### config.mk
export PLATFORM = sky130hd
export DESIGN_NAME = clock_setup_controller
export DESIGN_NICKNAME = d
export VERILOG_FILES = /design/src/rtl/clock_setup_controller.sv
export SDC_FILE = /design/constraint.sdc
export NUM_CORES = 1
export LEC_CHECK = 0
export ABC_AREA = 1
export CORE_ASPECT_RATIO = 1.2
export CORE_UTILIZATION = 30
export CTS_CLUSTER_DIAMETER = 30
export DETAILED_ROUTE_END_ITERATION = 7
export PLACE_DENSITY = 0.58
export SKIP_LAST_GASP = 1
export SLEW_MARGIN = 10
export SYNTH_ARGS = -nofsm -noshare
export SYNTH_HDL_FRONTEND = slang
export SYNTH_SLANG_ARGS = --single-unit
### constraint.sdc
create_clock -name clk -period 3.7 [get_ports clk]
set_input_delay 0.74 -clock clk [delete_from_list [all_inputs] [get_ports clk]]
set_output_delay 0.74 -clock clk [all_outputs]
set_load 0.1 [all_outputs]
### src/rtl/clock_setup_controller.sv
// Run/set sequencer for the digital clock: owns the hour/minute edit registers,
// drives the display driver, and strobes a commit into the timekeeper.
module clock_setup_controller #(
    parameter int BLINK_DIV = 25000000,
    parameter int SCAN_DIV  = 100000
) (
    input  logic       clk,
    input  logic       rst,
    input  logic       btn_mode,
    input  logic       btn_next,
    input  logic       btn_inc,
    input  logic [3:0] cur_hu,
    input  logic [3:0] cur_hl,
    input  logic [3:0] cur_mu,
    input  logic [3:0] cur_ml,
    output logic [1:0] mode,
    output logic [1:0] location,
    output logic [3:0] disp_hu,
    output logic [3:0] disp_hl,
    output logic [3:0] disp_mu,
    output logic [3:0] disp_ml,
    output logic       blink_on,
    output logic       scan_tick,
    output logic       load,
    output logic [3:0] set_hu,
    output logic [3:0] set_hl,
    output logic [3:0] set_mu,
    output logic [3:0] set_ml
);

    localparam int BLINK_W = (BLINK_DIV > 1) ? $clog2(BLINK_DIV) : 1;
    localparam int SCAN_W  = (SCAN_DIV > 1) ? $clog2(SCAN_DIV) : 1;
    localparam logic [BLINK_W-1:0] BLINK_LAST = BLINK_W'(BLINK_DIV - 1);
    localparam logic [SCAN_W-1:0]  SCAN_LAST  = SCAN_W'(SCAN_DIV - 1);
    localparam logic [1:0] MODE_RUN   = 2'b01;
    localparam logic [1:0] MODE_SETUP = 2'b00;

    typedef enum logic [2:0] {
        ST_RUN    = 3'd0,
        ST_SET_HU = 3'd1,
        ST_SET_HL = 3'd2,
        ST_SET_MU = 3'd3,
        ST_SET_ML = 3'd4,
        ST_COMMIT = 3'd5
    } state_t;

    state_t             state_q;
    logic [1:0]         mode_q;
    logic [1:0]         location_q;
    logic               load_q;
    logic [3:0]         edit_hu_q, edit_hl_q, edit_mu_q, edit_ml_q;
    logic [BLINK_W-1:0] blink_cnt_q;
    logic               blink_on_q;
    logic [SCAN_W-1:0]  scan_cnt_q;
    logic               scan_tick_q;

    logic [3:0] hu_inc_d, hl_inc_d, mu_inc_d, ml_inc_d, hl_max, hl_after_hu_d;

    // Wrapping increments; anything at or beyond the digit's maximum (including
    // out-of-range values copied from the timekeeper) goes back to 0.
    always_comb begin
        hu_inc_d      = (edit_hu_q >= 4'd2) ? 4'd0 : edit_hu_q + 4'd1;
        hl_max        = (edit_hu_q < 4'd2) ? 4'd9 : 4'd3;
        hl_inc_d      = (edit_hl_q >= hl_max) ? 4'd0 : edit_hl_q + 4'd1;
        mu_inc_d      = (edit_mu_q >= 4'd5) ? 4'd0 : edit_mu_q + 4'd1;
        ml_inc_d      = (edit_ml_q >= 4'd9) ? 4'd0 : edit_ml_q + 4'd1;
        hl_after_hu_d = (hu_inc_d == 4'd2 && edit_hl_q > 4'd3) ? 4'd0 : edit_hl_q;
    end

    always_ff @(posedge clk) begin
        if (rst) begin
            state_q     <= ST_RUN;
            mode_q      <= MODE_RUN;
            location_q  <= 2'd0;
            load_q      <= 1'b0;
            edit_hu_q   <= 4'd0;
            edit_hl_q   <= 4'd0;
            edit_mu_q   <= 4'd0;
            edit_ml_q   <= 4'd0;
            blink_cnt_q <= '0;
            blink_on_q  <= 1'b1;
        end else begin
            load_q <= 1'b0;
            case (state_q)
                ST_RUN: begin
                    blink_cnt_q <= '0;
                    blink_on_q  <= 1'b1;
                    if (btn_mode) begin
                        state_q    <= ST_SET_HU;
                        mode_q     <= MODE_SETUP;
                        location_q <= 2'd0;
                        edit_hu_q  <= cur_hu;
                        edit_hl_q  <= cur_hl;
                        edit_mu_q  <= cur_mu;
                        edit_ml_q  <= cur_ml;
                    end
                end
                ST_SET_HU, ST_SET_HL, ST_SET_MU, ST_SET_ML: begin
                    if (btn_mode) begin
                        state_q     <= ST_RUN;
                        mode_q      <= MODE_RUN;
                        location_q  <= 2'd0;
                        blink_cnt_q <= '0;
                        blink_on_q  <= 1'b1;
                    end else if (btn_next) begin
                        blink_cnt_q <= '0;
                        blink_on_q  <= 1'b1;
                        case (state_q)
                            ST_SET_HU: state_q <= ST_SET_HL;
                            ST_SET_HL: state_q <= ST_SET_MU;
                            ST_SET_MU: state_q <= ST_SET_ML;
                            default:   state_q <= ST_COMMIT;
                        endcase
                        if (state_q == ST_SET_ML) begin
                            load_q     <= 1'b1;
                            mode_q     <= MODE_RUN;
                            location_q <= 2'd0;
                        end else begin
                            location_q <= location_q + 2'd1;
                        end
                    end else begin
                        if (blink_cnt_q == BLINK_LAST) begin
                            blink_cnt_q <= '0;
                            blink_on_q  <= ~blink_on_q;
                        end else begin
                            blink_cnt_q <= blink_cnt_q + BLINK_W'(1);
                        end
                        if (btn_inc) begin
                            case (state_q)
                                ST_SET_HU: begin
                                    edit_hu_q <= hu_inc_d;
                                    edit_hl_q <= hl_after_hu_d;
                                end
                                ST_SET_HL: edit_hl_q <= hl_inc_d;
                                ST_SET_MU: edit_mu_q <= mu_inc_d;
                                default:   edit_ml_q <= ml_inc_d;
                            endcase
                        end
                    end
                end
                ST_COMMIT: begin
                    state_q     <= ST_RUN;
                    mode_q      <= MODE_RUN;
                    location_q  <= 2'd0;
                    blink_cnt_q <= '0;
                    blink_on_q  <= 1'b1;
                end
                default: begin
                    state_q     <= ST_RUN;
                    mode_q      <= MODE_RUN;
                    location_q  <= 2'd0;
                    blink_cnt_q <= '0;
                    blink_on_q  <= 1'b1;
                end
            endcase
        end
    end

    // Free-running scan divider; the tick lands on the cycle after the wrap.
    always_ff @(posedge clk) begin
        if (rst) begin
            scan_cnt_q  <= '0;
            scan_tick_q <= 1'b0;
        end else if (scan_cnt_q == SCAN_LAST) begin
            scan_cnt_q  <= '0;
            scan_tick_q <= 1'b1;
        end else begin
            scan_cnt_q  <= scan_cnt_q + SCAN_W'(1);
            scan_tick_q <= 1'b0;
        end
    end

    // Outside RUN (edit and the commit cycle) the display shows the edit registers.
    always_comb begin
        if (state_q == ST_RUN) begin
            disp_hu = cur_hu;
            disp_hl = cur_hl;
            disp_mu = cur_mu;
            disp_ml = cur_ml;
        end else begin
            disp_hu = edit_hu_q;
            disp_hl = edit_hl_q;
            disp_mu = edit_mu_q;
            disp_ml = edit_ml_q;
        end
    end

    assign mode      = mode_q;
    assign location  = location_q;
    assign load      = load_q;
    assign blink_on  = blink_on_q;
    assign scan_tick = scan_tick_q;
    assign set_hu    = edit_hu_q;
    assign set_hl    = edit_hl_q;
    assign set_mu    = edit_mu_q;
    assign set_ml    = edit_ml_q;

endmodule

* Yosys cells after proc, flatten, opt, wreduce, memory -nomap -nowiden
Cells that the tools add are included.
Word-level totals: register bits after elaboration 68, bits of input ports 21, output and inout bits 39
Cells by class: $add $sub $neg 7, magnitude comparators 6, equality and inequality tests 18, mux-type cells 50, bitwise operators 3, reductions and logical operators 15
Operators by type and width (count):
- 4-bit 2-to-1 mux | 29
- 4-bit one-hot mux with 2 select lines | 5
- 25-bit by 1-bit adder with 25-bit output (second input constant) | 1
- 25-bit equality test (second input constant) | 1
- 6-bit AND reduction | 3
- 17-bit by 1-bit adder with 17-bit output (second input constant) | 1
- 17-bit equality test (second input constant) | 1
- 4-bit by 1-bit adder with 4-bit output (second input constant) | 4
- 2-bit 2-to-1 mux | 7
- 2-bit inequality test (second input constant) | 7
- 3-bit inequality test (second input constant) | 4
- 4-bit OR reduction | 3
- 3-bit 2-to-1 mux | 3
- 3-bit one-hot mux with 3 select lines | 1
- 2-bit one-hot mux with 2 select lines | 2
- 7-bit AND reduction | 1
- 3-bit by 2-bit equality test with 1-bit output (second input constant) | 2
- 3-bit one-hot mux with 2 select lines | 1
- 5-bit OR reduction | 1
- 4-bit by 2-bit equality test with 1-bit output (second input constant) | 1
- 4-bit by 2-bit greater-or-equal comparator with 1-bit output (second input constant) | 1
- 4-bit by 3-bit greater-or-equal comparator with 1-bit output (second input constant) | 1
- 4-bit greater-or-equal comparator | 1
- 4-bit greater-or-equal comparator (second input constant) | 1
- other kinds (14) | 17

* Logic depth before layout (Yosys ltp)
depth after elaboration 10, mapped depth 12

* Least setup slack after synthesis
OpenSTA, ideal clock, no wires.
path kind reg-to-output, start register edit_hu_q[1], in the netlist set_hu[1], end output disp_hu[1], arrival 3365 ps, data required time 2960 ps, path slack -405 ps, cell stages (with the launch flop) 3, path buffers 0, cell sequence dfxtp_1 inv_1 o21ai_0
Between the ends: cells in the longest elaborated chain, start to end 1
RTL lines:
- start, declared | RTL line 51 | logic [3:0] edit_hu_q, edit_hl_q, edit_mu_q, edit_ml_q;
- start signal, assigned | RTL line 92 | edit_hu_q <= cur_hu;
- start signal, assigned | RTL line 131 | edit_hu_q <= hu_inc_d;
- 4-bit 2-to-1 mux | RTL line 175 | if (state_q == ST_RUN) begin
- end, declared | RTL line 18 | output logic [3:0] disp_hu,
No other way between the ends.

* Final worst setup path
start register edit_ml_q[0], in the netlist set_ml[0], end output set_ml[0]
RTL lines:
- start, declared | RTL line 51
- start signal, assigned | RTL line 95 | edit_ml_q <= cur_ml;
- start signal, assigned | RTL line 136 | default: edit_ml_q <= ml_inc_d;
- end, declared | RTL line 28 | output logic [3:0] set_ml
No word-level cell between the ends.

==> flow_metrics.tcl <==
set metrics [dict create \
    post-place-ws_ns 0.9852 \
    cts_num_sinks 67 \
    synth_compound_area_share_pct 12.24 \
    finalCritPeriodShare_pct 74.40 \
    cts_resized 0 \
    vias 3885 \
    grt_pass1_wl_um 16330 \
    cp_slowest_stage_delay_ns 1.20 \
    postSynth.asyncResetShare_pct 0 \
    dieHeight_um 128.4 \
    max_freq_mhz 363.2 \
    setup_viol 0 \
    crit_family "buffers and inverters" \
    synth_fp_nets 628 \
    synth_most_common_cell "nand2_1" \
    die-area_um2 13790 \
    p_comb_share_pct 54.7 \
    path_buf_inv 1 \
    cp_cell_sequence "clkdlybuf4s50_1" \
    port_buffers 58 \
    placedCellCount 807 \
    ctsHoldBuffers 0 \
    power.density_nw_per_um2 827.8 \
    cts_tree "built" \
    synth_area_per_cell_um2 6.717 \
    total_power_mw 4.141 \
    crit_slowest_cell "clkdlybuf4s50_1" \
    clock_latency_ns 0.33 \
    layout_setup_ws_ns 0.9471 \
    seq_area_um2 1341 \
    synth_area_leader_cell "dfxtp_1" \
    antenna_found_initial 0 \
    clock_skew_ns 0.008063 \
    dr.first_iter.drc_count 160 \
    multi_input_area_um2 2258 \
    p_seq_share_pct 23.0 \
    hpwl_um 7073 \
    synth_area_um2 3996 \
    path_max_fanout 8 \
    p_sw_mw 2.201 \
    grt_pass1_vias 3671 \
    synthAdderAreaFrac_pct 3.757 \
    grt.total_usage_pct 14.60 \
    ir_worst_vdd_mv 0.6124 \
    core_area_um2 12840 \
    synth_xor_area_share_pct 4.164 \
    synthMuxAreaShare_pct 0 \
    wl_per_cell_um 11.24 \
    rsz0062_at_grt "no" \
    final_hold_viol_count 0 \
    dieWidth_um 107.4 \
    nNetsFinal 687 \
    overflow 0 \
    clk_pin_slew_ns 0.05 \
    intPower_mw 1.940 \
    cap_violations 0 \
    start_util_pct 31.13 \
    worst_setup_path_end_kind "output port" \
    viasPerCell 4.721 \
    yosys_warnings 0 \
    synth_edf_count 0 \
    crit_type "reg -> out" \
    synthTopCellsByArea "dfxtp_1 34%, nand2_1 14%, inv_1 7.7%" \
    synthTopCellsByCount "147 x nand2_1, 82 x inv_1, 71 x nor2_1" \
    min_path_type "reg -> reg" \
    fillers 1352 \
    cts_made_buffers 9 \
    cts_setup_buffers 0 \
    ios 60 \
    fin_setup_tns_ns 0 \
    drt-total-wl_um 9251 \
    start_kind "flip-flop" \
    ys_seq_area_share_pct 33.56 \
    placed_cell_area_um2 4674 \
    sw_frac_of_total_pct 53.15 \
    synth_top_area_share_pct 33.56 \
    fin_area_um2 5002 \
    syn_inst 595 \
    drt_pass1_iterations 5 \
    synthSimpleGateAreaFrac_pct 36.26 \
    htreeDepth 3 \
    status "finished, final reports clean" \
    clockBufferDepth 2 \
    grt_max_degree 26 \
    area_delta_synth_final_pct 25.17 \
    root_buffer "clkbuf_16" \
    ys_types 39 \
    synth-seq-cells 67 \
    period_needed_ns 2.753 \
    p_clk_share_pct 22.3 \
    gp_congestion 0.8703 \
    relSlewSlack_pct 34.29 \
    slew_viol_final 0 \
    p_leak_nw 1.925 \
    synth_top_flop_cell "dfxtp_1" \
    synth_top_family_by_area "simple AND/OR/NAND/NOR gates" \
    arrival_ns 2.01 \
    num_antenna_cells 0 \
    num_rows 45 \
    tightest_slew_ns 0.9825 \
    fin_cells 823 \
    drt.antenna.violating_nets 0 \
    drc_errors 0 \
    worst-endpoint-required_ns 2.96 \
    drive_above_1_share_pct 12.44 \
]
power groups by stage:
stage / sequential, mW / clock (mW) / combinational, mW
3_3_place_gp: 0.964 / 0 / 2.25
4_1_cts: 0.953 / 0.952 / 2.28
2_1_floorplan: 1.52 / 0 / 1.28
5_1_grt: 0.971 / 0.977 / 2.43
3_5_place_dp: 0.967 / 0 / 2.27
6_report: 0.952 / 0.924 / 2.26
cells by family (layout without fill, tap and decap cells):
family	after synthesis	count (layout)
AND/OR/NAND/NOR	319	319
buffers and inverters	97	161
AO/OA/AOI/OAI	80	80
flip-flops	67	67
XOR/XNOR	19	19
adder cells (fa/ha/maj)	12	12
other	1	1
state kept, by name, summed over array words and instances, names as in the netlist:
register and count:
set_hl 4, blink_cnt_q 25, location 2, scan_cnt_q 17, mode 1, load 1
set_mu 4, set_ml 4, set_hu 4, state_q 3, scan_tick 1, blink_on 1
through the flow:
stage | util [%] | hold WS (ns)
after CTS | 38.97 | 0.4623
after global routing | 38.97 | 0.4734
after detailed placement | 36.41 | 0.4463
after global placement | 36.41 | 0.4258
after floorplan | - | 0.4175
final | 38.97 | 0.4585
worst paths after layout:
check             cells past startpoint                  startpoint                          to  slack, ns
setup / recovery                      1      set_ml[0]$_SDFFE_PP0P_                   set_ml[0]       0.95
hold / removal                        2  blink_cnt_q[24]$_SDFF_PP0_  blink_cnt_q[24]$_SDFF_PP0_       0.46
setup reg to reg                      8   blink_cnt_q[0]$_SDFF_PP0_  blink_cnt_q[12]$_SDFF_PP0_       1.71
hold reg to reg                       2  blink_cnt_q[24]$_SDFF_PP0_  blink_cnt_q[24]$_SDFF_PP0_       0.46
placed cells by master (no fill, tap or decap), types with 5 or more instances in the layout:
cell	synthesis	routed
xor2_1	11	11
inv_1	82	82
a21oi_2	12	12
o21ai_0	29	24
dfxtp_1	67	67
clkdlybuf4s50_1	0	42
or2_2	7	7
nand4_1	9	9
nor2_2	11	11
nor2_1	71	71
a21oi_1	26	26
xnor2_1	8	8
o21ai_1	0	5
clkbuf_16	0	9
ha_1	12	12
nor3_1	13	13
o22ai_1	9	9
buf_4	1	16
nand3_1	37	37
nand2_1	147	147
layer usage:
layer	up-vias	GRT usage (%)	part of all wire, %
li1	2016	-	-
met1	1763	16.59	43
met2	93	26.15	51
met3	13	3.597	4.7
met4	0	5.721	1.6
met5	-	0	0
layout make-up:
| cell class | count | area share, % |
|---|---|---|
| multi-input combinational | 431 | 45.15 |
| sequential | 67 | 26.81 |
| timing repair buffer | 58 | 10.81 |
| inverter | 87 | 6.578 |
| clock buffer | 10 | 4.777 |
| tap | 164 | 4.102 |
| clock inverter | 6 | 1.776 |
Note: power is estimated with default switching activity, not from simulation.
